===== src/rtl/cpu16_pkg.sv =====
// Shared definitions for the 16-bit CPU front end: opcodes, instruction field
// positions and the fetch FSM state encoding.
package cpu16_pkg;

  // Opcode values in IR[15:13]
  localparam logic [2:0] OP_R    = 3'b111;
  localparam logic [2:0] OP_ADDI = 3'b011;
  localparam logic [2:0] OP_LW   = 3'b101;
  localparam logic [2:0] OP_SW   = 3'b110;
  localparam logic [2:0] OP_SLTI = 3'b100;

  // Instruction field bit positions
  localparam int unsigned OPCODE_HI = 15;
  localparam int unsigned OPCODE_LO = 13;
  localparam int unsigned RS_HI     = 12;
  localparam int unsigned RS_LO     = 11;
  localparam int unsigned RT_HI     = 10;
  localparam int unsigned RT_LO     = 9;
  localparam int unsigned RD_HI     = 8;
  localparam int unsigned RD_LO     = 7;
  localparam int unsigned FUNCT_HI  = 2;
  localparam int unsigned FUNCT_LO  = 0;
  localparam int unsigned IMM_HI    = 8;
  localparam int unsigned IMM_LO    = 0;

  // Fetch FSM states
  typedef enum logic [1:0] {
    StIdle  = 2'b00,
    StFetch = 2'b01,
    StIssue = 2'b10
  } fetch_state_e;

  // Sign-extend a 9-bit immediate to 16 bits
  function automatic logic [15:0] sext9(input logic [8:0] v);
    return {{7{v[8]}}, v};
  endfunction

endpackage


===== src/rtl/instr_decode_fields.sv =====
// Splits an instruction word into its register, function and immediate fields.
// Purely combinational; outputs follow the instruction register directly.
module instr_decode_fields
  import cpu16_pkg::*;
(
  input  logic [15:0] ir,
  output logic [2:0]  opcode,
  output logic [1:0]  rs,
  output logic [1:0]  rt,
  output logic [1:0]  rd,
  output logic [2:0]  funct,
  output logic [15:0] imm
);

  assign opcode = ir[OPCODE_HI:OPCODE_LO];
  assign rs     = ir[RS_HI:RS_LO];
  assign rt     = ir[RT_HI:RT_LO];
  assign rd     = ir[RD_HI:RD_LO];
  assign funct  = ir[FUNCT_HI:FUNCT_LO];
  assign imm    = sext9(ir[IMM_HI:IMM_LO]);

endmodule


===== src/rtl/instruction_fetch.sv =====
// Instruction fetch stage: keeps the PC, issues one memory request at a time,
// holds the fetched word in IR until downstream consumes it, and handles
// branch redirects including responses that arrive after a redirect.
module instruction_fetch
  import cpu16_pkg::*;
#(
  parameter logic [15:0] RESET_PC     = 16'h0000,
  parameter int unsigned IMEM_LAT_MAX = 8
) (
  input  logic        Clock,
  input  logic        Reset,
  output logic        IMemReq,
  output logic [15:0] IMemAddr,
  input  logic        IMemValid,
  input  logic [15:0] IMemData,
  input  logic        Stall,
  input  logic        BranchTaken,
  input  logic [15:0] BranchTarget,
  output logic        InstrValid,
  output logic [2:0]  OPCODE,
  output logic [1:0]  Rs,
  output logic [1:0]  Rt,
  output logic [1:0]  Rd,
  output logic [2:0]  Funct,
  output logic [15:0] Imm,
  output logic [15:0] PCOut
);

  fetch_state_e state_q, state_d;
  logic [15:0]  pc_q, pc_d;
  logic [15:0]  addr_q, addr_d;  // address of the outstanding request
  logic [15:0]  ir_q, ir_d;
  logic         flush_q, flush_d;  // outstanding response belongs to a stale PC
  logic         valid_q, valid_d;
  logic [15:0]  branch_pc;
  int unsigned  lat_cnt;

  assign branch_pc = BranchTarget & 16'hFFFE;

  // State register with synchronous reset
  always_ff @(posedge Clock) begin
    if (Reset) begin
      state_q <= StIdle;
      pc_q    <= RESET_PC;
      addr_q  <= RESET_PC;
      ir_q    <= 16'h0000;
      flush_q <= 1'b0;
      valid_q <= 1'b0;
    end else begin
      state_q <= state_d;
      pc_q    <= pc_d;
      addr_q  <= addr_d;
      ir_q    <= ir_d;
      flush_q <= flush_d;
      valid_q <= valid_d;
    end
  end

  // Next-state logic: branch outranks consume and stall in every state
  always_comb begin
    state_d = state_q;
    pc_d    = pc_q;
    addr_d  = addr_q;
    ir_d    = ir_q;
    flush_d = flush_q;
    valid_d = valid_q;
    unique case (state_q)
      StIdle: begin
        state_d = StFetch;
        addr_d  = pc_q;
      end
      StFetch: begin
        if (IMemValid) begin
          flush_d = 1'b0;
          if (BranchTaken) begin
            // Response raced a redirect: drop it, refetch from the target
            pc_d   = branch_pc;
            addr_d = branch_pc;
          end else if (flush_q) begin
            // Stale response: drop it, request the redirected PC next cycle
            addr_d = pc_q;
          end else begin
            ir_d    = IMemData;
            valid_d = 1'b1;
            state_d = StIssue;
          end
        end else if (BranchTaken) begin
          // Keep the address stable for the in-flight request; discard later
          pc_d    = branch_pc;
          flush_d = 1'b1;
        end
      end
      StIssue: begin
        if (BranchTaken) begin
          pc_d    = branch_pc;
          addr_d  = branch_pc;
          valid_d = 1'b0;
          state_d = StFetch;
        end else if (!Stall) begin
          pc_d    = pc_q + 16'd2;
          addr_d  = pc_q + 16'd2;
          valid_d = 1'b0;
          state_d = StFetch;
        end
      end
      default: begin
        state_d = StIdle;
      end
    endcase
  end

  assign IMemReq    = (state_q == StFetch);
  assign IMemAddr   = addr_q;
  assign InstrValid = valid_q;
  assign PCOut      = pc_q;

  instr_decode_fields u_decode (
    .ir     (ir_q),
    .opcode (OPCODE),
    .rs     (Rs),
    .rt     (Rt),
    .rd     (Rd),
    .funct  (Funct),
    .imm    (Imm)
  );

  // Count cycles a request has waited without a response
  always_ff @(posedge Clock) begin
    if (Reset || !IMemReq || IMemValid) begin
      lat_cnt <= 0;
    end else begin
      lat_cnt <= lat_cnt + 1;
    end
  end

  // Memory must answer within IMEM_LAT_MAX cycles
  a_imem_latency: assert property (@(posedge Clock) disable iff (Reset)
    lat_cnt <= IMEM_LAT_MAX);

endmodule


===== config.mk =====
export PLATFORM = sky130hd
export DESIGN_NAME = instruction_fetch
export DESIGN_NICKNAME = d
export VERILOG_FILES = /design/src/rtl/cpu16_pkg.sv /design/src/rtl/instr_decode_fields.sv /design/src/rtl/instruction_fetch.sv
export SDC_FILE = /design/constraint.sdc
export NUM_CORES = 1
export LEC_CHECK = 0
export CORE_AREA = 2 2 72 108
export CTS_CLUSTER_SIZE = 28
export DETAILED_ROUTE_END_ITERATION = 10
export DIE_AREA = 0 0 74 110
export GPL_TIMING_DRIVEN = 0
export HOLD_SLACK_MARGIN = 0.08
export PLACE_DENSITY = 0.78
export SLEW_MARGIN = 0
export SYNTH_ARGS = -nofsm -noshare
export SYNTH_HDL_FRONTEND = slang
export SYNTH_SLANG_ARGS = --single-unit

===== constraint.sdc =====
create_clock -name Clock -period 4.4 [get_ports Clock]
set_input_delay 0.88 -clock Clock [delete_from_list [all_inputs] [get_ports Clock]]
set_output_delay 0.88 -clock Clock [all_outputs]
set_load 0.005 [all_outputs]

; Word-level counts from Yosys, hierarchy flattened
; Index checks and enable logic that the tools add are counted.
[totals]
input_bits = 37
out_inout_bits = 62
ramBits = 0
mem_count = 0
word_cells = 49
rom_bits = 0
latch_bits = 0
ff_bits = 52
[op_classes]
n_bitwise = 2
eq_ne = 8
shift = 0
mux = 22
order_cmp = 0
n_reduce_logical = 10
add_sub_neg = 1
div_mod_pow = 0
multipliers = 0
[ops]
columns = operator, count
row1 = $mux W16, 6
row2 = $pmux W16 S3, 1
row3 = $pmux W16 S2, 1
row4 = $add A16 B2 Y16 const B, 1
row5 = $reduce_and A4 Y1, 3
row6 = $mux W2, 5
row7 = $mux W1, 7
row8 = $pmux W2 S3, 1
row9 = $reduce_and A5 Y1, 1
row10 = $ne A2 B1 Y1 const B, 2
row11 = $ne A2 B2 Y1 const B, 2
row12 = $reduce_bool A2 Y1, 2
row13 = $ne A3 B1 Y1 const B, 1
row14 = $ne A3 B3 Y1 const B, 1
row15 = $reduce_and A3 Y1, 1
row16 = $reduce_bool A3 Y1, 1
row17 = $eq A2 B1 Y1 const B, 1
row18 = $eq A2 B2 Y1 const B, 1
row19 = $logic_not A2 Y1, 1
row20 = $not A1 Y1, 2
row21 = $pmux W1 S2, 1
row22 = $reduce_and A2 Y1, 1

; Depth between registers and ports, before layout
[depth]
depth_word = 4
ltp_mapped = 10
mapped_depth_nobuf = 7

; By module
; From an unflattened synthesis, not the netlist that was laid out.
[hier_totals]
hier_cells = 420
area_unflattened_um2 = 3226.8
[modules_own_cells]
columns = module, cells_each, seq_area_each_um2, n_inst, area_each_um2
row1 = instruction_fetch, 392, 1041.0, 1, 3016.6
row2 = instr_decode_fields, 28, 0.0, 1, 210.2

; Worst setup path before layout
; OpenSTA, ideal clock, no wires.
[synth_timing]
path_type = in2reg
startpoint = in BranchTaken
endpoint = reg addr_q[6] (netlist: IMemAddr[6])
path_slack_ps = 2110
path_buffers = 4
required_ps = 4280
t_arrival_ps = 2170
cell_stages = 7
setup_time_ps = 120
cell_sequence = buf_4 nor2b_1 buf_6 a2111o_1 buf_2 buf_2 o31a_1
[synth_via]
elab_chain_len = 3
elab_cells_between_ends = 7
cone_classes = eq/ne: 2 / mux: 4 / reduce/logical: 1
[synth_rtl]
columns = item, line
row1 = start: declaration, instruction_fetch.sv:17  ; input logic BranchTaken,
row2 = $mux W16, instruction_fetch.sv:75  ; if (BranchTaken) begin
row3 = $mux W16, instruction_fetch.sv:73  ; if (IMemValid) begin
row4 = $pmux W16 S3, instruction_fetch.sv:67  ; unique case (state_q)
row5 = end signal: assignment, instruction_fetch.sv:52  ; addr_q <= addr_d;
row6 = end: declaration, instruction_fetch.sv:31  ; logic [15:0] addr_q, addr_d;
; Several ways; a longest one is shown, not always the timed one. The select of a mux whose other input is x is not followed.
; A chain may end at the register's enable or synchronous reset.

; Final worst setup path
[layout_timing]
startpoint = reg state_q[1]
endpoint = reg pc_q[15] (netlist: PCOut[15])
[layout_via]
elab_chain_len = 3
elab_cells_between_ends = 7
cone_classes = eq/ne: 4 / mux: 1 / reduce/logical: 2
[layout_rtl]
columns = item, line
row1 = start: declaration, instruction_fetch.sv:29  ; fetch_state_e state_q, state_d;
row2 = start signal: assignment, instruction_fetch.sv:43  ; state_q <= StIdle;
row3 = start signal: assignment, instruction_fetch.sv:50  ; state_q <= state_d;
row4 = $eq A2 B2 Y1 / $eq A2 B1 Y1 (equally long branches), instruction_fetch.sv:67
row5 = "$ne A3 B3 Y1 (no source line), or another cell as far along", -
row6 = $reduce_and A3 Y1 (no source line), -
row7 = end signal: assignment, instruction_fetch.sv:51  ; pc_q <= pc_d;
row8 = end: declaration, instruction_fetch.sv:30  ; logic [15:0] pc_q, pc_d;
; Several ways; a longest one is shown, not always the timed one.

==> metrics.sh <==
WORSTSETUPENDPOINTTYPE='register'
FINALNETCOUNT=550
YOSYS.CELL_TYPES.COUNT=62
ROUTABILITYCONGESTION=0.9202
REPORT.FINAL.SETUP_VIOL=0
SIGNAL_ARRIVAL_TIME_AT_THE_WORST_ENDPOINT_NS=2.93
MAXCLOCKFREQUENCY_GHz=0.3679
ROOT_BUFFER='clkbuf_8'
REGISTER_AREA_SQ_MM=0.001041
SEQ_AREA_FRAC_SYNTH_PCT=33.51
CTS.CLK_SLEW.WORST_PATHS_NS=0.11
DETAIL-ROUTE-ANTENNA-NETS=0
PORTS_PLACED_ON_THE_BOUNDARY=99
BUFFERS_ON_PORTS=96
MAX_ROOT_SINK_BUFFERS=2
ROWS=38
CAP_VIOL_MAX_COUNT=0
ANTENNA-DIODE-COUNT=0
TIMING.REG2REG.WORST_PATH_DEPTH=7
POWERDENSITY_mW_PER_MM2=508.8
SLOWEST_DELAY_NS=0.91
CTS_MADE_BUFFERS=5
DIE_HEIGHT_MICRONS=110
HPWL_MICRONS=7756
NUMBER_OF_ENABLE_TYPE_REGISTER_CELLS_IN_THE_SYNTHESIZED_NETLIST=0
POST_SYNTH_INST_COUNT=404
POSTSYNTHREGISTERBITS=52
DRTPASS1ITERATIONS=5
DESIGN.DIE.AREA_SQ_MM=0.008140
SETUP.WORST_PATH.START_CLASS='register'
RSZ0062_AT_GRT='no'
AVGVIACOUNTPERCELL=5.738
HP-CLASS='reg2reg'
CTS-RESIZED-GATES=0
WORSTSETUPPATHTYPE='reg2reg'
HOLD_BUFFERS=0
SYNTH.CELL_AREA_SQ_MM=0.003107
H-TREE-DEPTH=2
AREA.GROWTH.SYNTH_TO_FINAL_PCT=38.02
MULTI_INPUT_AREA_SQ_MM=0.001773
AVGSYNTHCELLAREA_SQ_UM=7.690
YS.FLOP_TYPE='dfxtp_1'
NUMBER_OF_NETS_IN_THE_SYNTHESIZED_NETLIST=447
IRDROPWORSTVDD_V=0.0002392
SYNTH_LARGEST_AREA_CELL='dfxtp_1'
DETAIL_ROUTE.WL_PER_CELL_MICRONS=17.60
DR_TOTAL_VIAS=3489
TIMING.CRITICAL_PATH.FANOUT_MAX=10
POST-ROUTE-CELL-AREA_SQ_MM=0.004288
DIE_X_MICRONS=74
GRT.OVERFLOW.TOTAL=0
SYNTHARSTFLOPSHARE_PCT=0
CTS_NUM_SINKS=52
POWER_W=0.002182
SYNTH.CELLS.MOST_FREQUENT='nand2_1, dfxtp_1, a21oi_1, nor2_1, o21ai_0'
PATH_DELAY_FAMILY='compound AO/OA/AOI/OAI gates'
INITIAL_CORE_UTIL_PCT=43.27
FLOORPLAN.CORE_AREA_SQ_MM=0.007179
FIN_HOLD_WS_NS=0.4580
RUN_STATUS='completed'
LAYOUT.FILLER_CELLS=670
FINAL_REPORT_MAX_SLEW_VIOLATION_COUNT=0
YOSYSWARNINGCOUNT=0
HOLD_PATH_CELLS=2
CLOCK_LATENCY_NS=0.32
WORST-ENDPOINT-REQUIRED_NS=4.62
SETUP_TOTAL_NEGATIVE_SLACK_NS=0
DRT_ITER0_MARKERS=217
SYNTH_TOP_CELLS_BY_AREA='dfxtp_1, nand2_1, a21oi_1'
FINALCLOCKSKEW_NS=0.01134
SYNTH_TOP_CELL_AREA_SHARE_PCT=33.51
CRITICAL_PATH.CELL_CHAIN='inv_1 -> ha_1 -> buf_2 -> buf_1 -> o22ai_1 -> nor2_1 -> a32o_1'
SHARE_OF_CELLS_ABOVE_DRIVE_STRENGTH_1_PCT=9.055
CTS_TREE='done'
CRIT_CELLS=7
GRT_FIRST_PASS_WIRELENGTH_MICRONS=16080
PERIOD_SHARE_PCT=61.77
HOLD_VIOL=0
SYNTHMOSTINSTANTIATEDCELL='nand2_1'
ROUTED_WIRELENGTH_MICRONS=10700
POST_DP_CELL_AREA_SQ_MM=0.004193
GRT_USAGE_PCT=25.70
MAXIMUM_NUMBER_OF_PINS_ON_ONE_NET_BEFORE_GLOBAL_ROUTE_REPAIR=19
TIGHTEST_SLEW_NS=1.094
CRIT_SLOWEST_CELL='o22ai_1'
PERIOD_NEEDED_NS=2.718
POWER.STATIC_LEAKAGE_nW=1.513
VIAS_IN_THE_FIRST_GLOBAL_ROUTE=3219
PATH_BUF_INV=3
SLEW_HEADROOM_PCT=27.07
DRT_DRC_VIOLATIONS_LEFT=0
CTS_POST_SETUP_BUFFERS_INSERTED=0
GRT_ANTENNA_BEFORE_REPAIR=0
## through the flow
step           util, %  std cells  worst slack (ns)
2_1_floorplan        -        404             2.110
3_3_place_gp     58.40        600             1.509
6_report         59.72        608             1.682
3_5_place_dp     58.40        600             1.457
5_1_grt          59.72        608             1.617
4_1_cts          59.72        608             1.729
## worst min-delay path, delay by kind of cell (launching register included)
family	cells	cell delay, ns
AO/OA/AOI/OAI	1	0.05
AND/OR/NAND/NOR	1	0.05
flip-flops	1	0.32
## flip-flops by register name, indices dropped and copies added, names as in the netlist
register and cells:
flush_q 1, IMemAddr 16, PCOut 16, state_q 2, InstrValid 1, ir_q 16
## layout make-up
type	instances	area share [%]
Timing Repair Buffer	96	22.41
Buffer	49	6.040
Tap cell	100	2.918
Multi-Input combinational cell	294	41.35
Clock buffer	5	1.605
Sequential cell	52	24.28
Inverter	9	0.7879
Clock inverter	3	0.6128
## cell usage in the layout (no fill, tap or decap), drive strengths merged, types with 6 or more instances in the layout
master and instances:
a211oi 6, a21oi 37, and3 7, buf 28, clkbuf 26, clkdlybuf4s50 96, dfxtp 52, ha 6
inv 11, nand2 65, nand3 10, nor2 29, nor3 10, o21ai 30, o221ai 6
## cell families after synthesis
| kind of cell | after synthesis | synth area share (%) |
|---|---|---|
| adder cells (fa/ha/maj) | 6 | 2.416 |
| XOR/XNOR | 4 | 1.128 |
| flip-flops | 52 | 33.51 |
| multiplexers | 6 | 2.014 |
| buffers and inverters | 58 | 9.424 |
| AND/OR/NAND/NOR | 146 | 21.79 |
| AO/OA/AOI/OAI | 132 | 29.72 |
## power breakdown
group,total [W],internal (W),switching [W]
clock,0.000295,0.000118,0.000178
combinational,0.00119,0.000535,0.000655
sequential,0.000696,0.000587,0.000108
total,0.00218,0.00124,0.000941
## final timing paths
| kind | startpoint | endpoint | slack [ns] |
|---|---|---|---|
| worst min-delay path | IMemAddr[0] | IMemAddr[0] | 0.46 |
| worst min register to register | IMemAddr[0] | IMemAddr[0] | 0.46 |
| worst max register to register | state_q[1] | PCOut[15] | 1.68 |
| worst max-delay path | state_q[1] | PCOut[15] | 1.68 |
## per-layer routing
| metal | part of all wire, % | GRT usage, % | wire [microns] | up-vias |
|---|---|---|---|---|
| met2 | 51 | 48.85 | 5503 | 180 |
| met1 | 38 | 28.16 | 4065 | 1623 |
| li1 | - | - | - | 1661 |
| met3 | 8.1 | 3.455 | 863 | 25 |
| met4 | 2.5 | 9.481 | 268 | 0 |
| met5 | 0 | 0 | 0 | - |
(Power assumes the default switching activity.)
